==> config.mk <==
export PLATFORM = sky130hd
export DESIGN_NAME = pc_stack_unit
export DESIGN_NICKNAME = d
export VERILOG_FILES = /design/src/rtl/pc_stack_unit.sv
export SDC_FILE = /design/constraint.sdc
export NUM_CORES = 1
export LEC_CHECK = 0
export CAP_MARGIN = 5
export CORE_MARGIN = 2
export CORE_UTILIZATION = 56
export CTS_BUF_LIST = sky130_fd_sc_hd__clkbuf_4 sky130_fd_sc_hd__clkbuf_8
export DETAILED_ROUTE_END_ITERATION = 16
export PLACE_DENSITY = 0.82
export SLEW_MARGIN = 20
export SYNTH_ARGS = -nofsm -noshare
export SYNTH_HDL_FRONTEND = slang
export SYNTH_SLANG_ARGS = --single-unit
==> constraint.sdc <==
create_clock -name clk -period 2.89 [get_ports clk]
set_input_delay 0.289 -clock clk [delete_from_list [all_inputs] [get_ports clk]]
set_output_delay 0.289 -clock clk [all_outputs]
set_load 0.005 [all_outputs]
==> src/rtl/pc_stack_unit.sv <==
// Program counter with a circular return-address stack for the fetch path.
// Supports increment, branch, call and return with a memory-stall freeze and sticky stack error flags.
module pc_stack_unit #(
    parameter int                ADDR_W      = 16,
    parameter int                STEP        = 1,
    parameter logic [ADDR_W-1:0] RESET_VEC   = '0,
    parameter int                STACK_DEPTH = 4
) (
    input  logic                           clk,
    input  logic                           rst,
    input  logic                           mem_ready,
    input  logic                           branch_en,
    input  logic [ADDR_W-1:0]              branch_addr,
    input  logic                           call_en,
    input  logic [ADDR_W-1:0]              call_addr,
    input  logic                           ret_en,
    input  logic                           clr_err,
    output logic [ADDR_W-1:0]              pc_current,
    output logic [$clog2(STACK_DEPTH):0]   stack_count,
    output logic                           stack_overflow,
    output logic                           stack_underflow
);

    localparam int                PTR_W  = $clog2(STACK_DEPTH);
    localparam int                CNT_W  = PTR_W + 1;
    localparam logic [ADDR_W-1:0] STEP_V = ADDR_W'(STEP);
    localparam logic [CNT_W-1:0]  FULL   = CNT_W'(STACK_DEPTH);

    logic [ADDR_W-1:0] pc_q, pc_d, seq_pc;
    logic [PTR_W-1:0]  ptr_q, ptr_d, top_ptr;
    logic [CNT_W-1:0]  cnt_q, cnt_d;
    logic              ovf_q, ovf_d, unf_q, unf_d;
    logic              push, ovf_ev, unf_ev;
    logic [ADDR_W-1:0] mem_q [STACK_DEPTH];

    always_comb begin
        seq_pc  = pc_q + STEP_V;
        top_ptr = ptr_q - PTR_W'(1);
        pc_d    = pc_q;
        ptr_d   = ptr_q;
        cnt_d   = cnt_q;
        push    = 1'b0;
        ovf_ev  = 1'b0;
        unf_ev  = 1'b0;
        if (mem_ready) begin
            if (ret_en) begin
                if (cnt_q != '0) begin
                    pc_d  = mem_q[top_ptr];
                    ptr_d = top_ptr;
                    cnt_d = cnt_q - CNT_W'(1);
                end else begin
                    pc_d   = seq_pc;
                    unf_ev = 1'b1;
                end
            end else if (call_en) begin
                // When full, the write pointer already sits on the oldest entry.
                push  = 1'b1;
                pc_d  = call_addr;
                ptr_d = ptr_q + PTR_W'(1);
                if (cnt_q == FULL) begin
                    ovf_ev = 1'b1;
                end else begin
                    cnt_d = cnt_q + CNT_W'(1);
                end
            end else if (branch_en) begin
                pc_d = branch_addr;
            end else begin
                pc_d = seq_pc;
            end
        end
        ovf_d = (ovf_q & ~clr_err) | ovf_ev;
        unf_d = (unf_q & ~clr_err) | unf_ev;
    end

    always_ff @(posedge clk or negedge rst) begin
        if (!rst) begin
            pc_q  <= RESET_VEC;
            ptr_q <= '0;
            cnt_q <= '0;
            ovf_q <= 1'b0;
            unf_q <= 1'b0;
        end else begin
            pc_q  <= pc_d;
            ptr_q <= ptr_d;
            cnt_q <= cnt_d;
            ovf_q <= ovf_d;
            unf_q <= unf_d;
        end
    end

    // Storage is deliberately unreset; the count guards against reading stale entries.
    always_ff @(posedge clk) begin
        if (push) begin
            mem_q[ptr_q] <= seq_pc;
        end
    end

    assign pc_current      = pc_q;
    assign stack_count     = cnt_q;
    assign stack_overflow  = ovf_q;
    assign stack_underflow = unf_q;

endmodule

==> metrics.yaml <==
run_status:
  outcome: "completed"
placement:
  gp_congestion: 0.843
  hpwl_mm: 7.05
  numPortBuffers: 59
  placed_cells: 466
  placed_area_sq_um: 4920
die:
  die_area_sq_um: 8140
  rows: 31
  boundaryPins: 60
  dieWidth_um: 90.2
  die_h_um: 90.2
  core_area_sq_um: 7210
  start_util_pct: 57.7
sta:
  setup_viol: 0
  hold_viol: 0
  fin_crit_ns: 2.30
  whs_ns: 0.317
  relSlewSlack_pct: 59.3
  final_max_slew_viol_count: 0
  rsz0062_at_grt: "no"
  fin_crit_sh_pct: 79.7
  worst_pin_slew_ns: 0.608
  fmax_mhz: 434
  fin_skew_ns: 0.0152
  final.setup.tns_ns: 0
power:
  powerDensity_nw_per_um2: 880
  ir_drop_mv: 0.510
  total_power_w: 0.00451
  p_leak_nw: 1.84
cells_and_area:
  layout_commonest_cell: "edfxtp_1"
  stdcell_area_sq_um: 5120
  multi_input_area_sq_um: 1540
  fill_cells: 518
  final-instance-count-excl-fill: 482
  n_antenna_cell: 0
  drive_gt1_share_pct: 13.3
  nets: 423
  syn_to_final_growth_pct: 23.0
  seq_area_sq_um: 2500
  final_cell_mix: "edfxtp_1, clkdlybuf4s50_1, dfrtp_1, nor2_1, o21ai_0"
clocking:
  cts_made_buffers: 9
  clockRootBuffer: "clkbuf_8"
  cts-hold-fix-buffers: 0
  insertion_delay_ns: 0.36
  clkTransAtPathRegs_ns: 0.09
  tritoncts: "done"
  cts_num_sinks: 87
  clock_tree.buffer_depth: 2
  post_cts_resized: 0
  cts_max_level: 3
  cts_setup_buffers: 0
global_route:
  grt_pass1_vias: 3034
  antenna_found_initial: 0
  grt_usage_pct: 26.5
  grt_max_degree: 24
  grt_overflow: 0
  grt_pass1_wl_mm: 16.3
yosys:
  yosysUniqueCellTypes: 49
  synth_area_leaders: "edfxtp_1, dfrtp_1, mux4_2, o21ai_0, xnor2_1"
  synth_nets: 357
  yosys.area.top_type: "edfxtp_1"
  ys.flop_type: "edfxtp_1"
  synth-edff-count: 64
  ys_warn_count: 0
  syn_area_sq_um: 4160
  synth-seq-area-share_pct: 60.0
  ys_seq_elements: 87
  yosysTopAreaCellShare_pct: 46.2
  avgSynthCellArea_sq_um: 13.3
  syn_inst: 312
  synthArstFlopShare_pct: 26.4
critical_path:
  worstSetupStartpointType: "flip-flop"
  critical_path_class: "flip-flop to flip-flop"
  cp_slowest_cell: "ha_1"
  worstSetupEndpointType: "flip-flop"
  r2r_slack_ns: 0.59
  crit_family: "adder cells"
  crit_chain: "inv_1 -> ha_1 -> mux4_2 -> a222oi_1 -> a2bb2oi_1 -> o31ai_1"
  worstPathRequired_ns: 3.12
  path_max_fanout: 11
  critPathMaxStageDelay_ns: 0.64
  crit_buf_inv: 1
  critPathArrivalTime_ns: 2.53
drt:
  postRouteAntennaNets: 0
  wl_mm: 10.3
  drtPass1Iterations: 5
  post_drt_wl_per_cell_um: 21.3
  num_vias: 3022
  viasPerCell: 6.27
  drcViolationCount: 0
  drtIter0Drc: 325
flow_run:
  maxCapViolCount: 0
hold_path:
  hold_path_class: "input pin to asynchronous set/reset pin"
[worst register-to-register path, stage by stage (launching register included)]
cell and delay, ns:
dfrtp_1 0.42, inv_1 0.10, ha_1 0.64, mux4_2 0.41, a222oi_1 0.34, a2bb2oi_1 0.19, o31ai_1 0.09
[path summary, 6_finish.rpt]
| path | cells past startpoint | startpoint | endpoint |
|---|---|---|---|
| setup / recovery | 6 | ptr_q[1] | pc_current[9] |
| hold / removal | 2 | rst | pc_current[1] |
| setup reg to reg | 6 | ptr_q[1] | pc_current[9] |
| hold reg to reg | 2 | stack_overflow | stack_overflow |
| max in group asynchronous | 2 | rst | pc_current[11] |
| min in group clk | 2 | stack_overflow | stack_overflow |
[report_power, final]
group	switching [W]	internal, W
sequential	0.000270	0.00169
combinational	0.000855	0.000856
clock	0.000420	0.000419
[cell families after synthesis]
family,after synthesis,synth area share [%]
adders and majority gates,6,1.98
DFF,87,60.0
muxes,17,8.89
buffers and inverters,29,2.97
and+or+nand+nor,81,9.74
xor gates and xnor gates,16,3.37
AOI/OAI and AO/OA,76,13.1
[metal layers]
metal	share of wire, %	global-route usage [%]	vias to the layer above
met2	50	43.1	194
met3	9.0	4.78	21
met5	0	0	-
met4	2.5	10.8	0
li1	-	-	1350
met1	38	35.9	1457
[flip-flops by register name, indices dropped and copies added, names as in the netlist]
register / cells
stack_count: 3
stack_underflow: 1
pc_current: 16
ptr_q: 2
stack_overflow: 1
mem_q: 64
[metrics by stage]
stage | util, % | worst slack (ns)
final | 71.0 | 0.585
after global routing | 71.0 | 0.476
after CTS | 71.0 | 0.617
after detailed placement | 68.2 | 0.633
after global placement | 68.2 | 0.694
after floorplan | - | 0.298
[cell usage after synthesis (2+ instances only)]
master and number:
o22a_1 2, a21oi_1 10, nor2_1 19, a22o_1 3, nand3_1 14, xnor2_1 9
mux4_2 16, a222oi_1 4, o21ai_0 17, buf_2 6, o21ai_1 4, xor2_1 7
nor3_1 5, a221oi_1 4, dfrtp_1 23, and3_1 11, o32ai_2 2, nand2b_1 2
ha_1 5, nand2_1 16, o211ai_1 3, a31oi_1 4, buf_4 2, clkbuf_1 9
a22oi_1 10, o21a_1 2, nor2b_1 3, inv_1 11, nand4_1 4, and4_1 2
or2_2 2, edfxtp_1 64
[final cells by class]
type                    count  area share (%)
flip-flops and latches     87            48.8
multi-input cells         196            30.1
repair buffers             72            13.9
clock buffers              11            2.71
well taps                  99            2.42
clock inverters             5            1.15
inverters                  12           0.880
No activity file was read; power rests on OpenSTA's default activity.
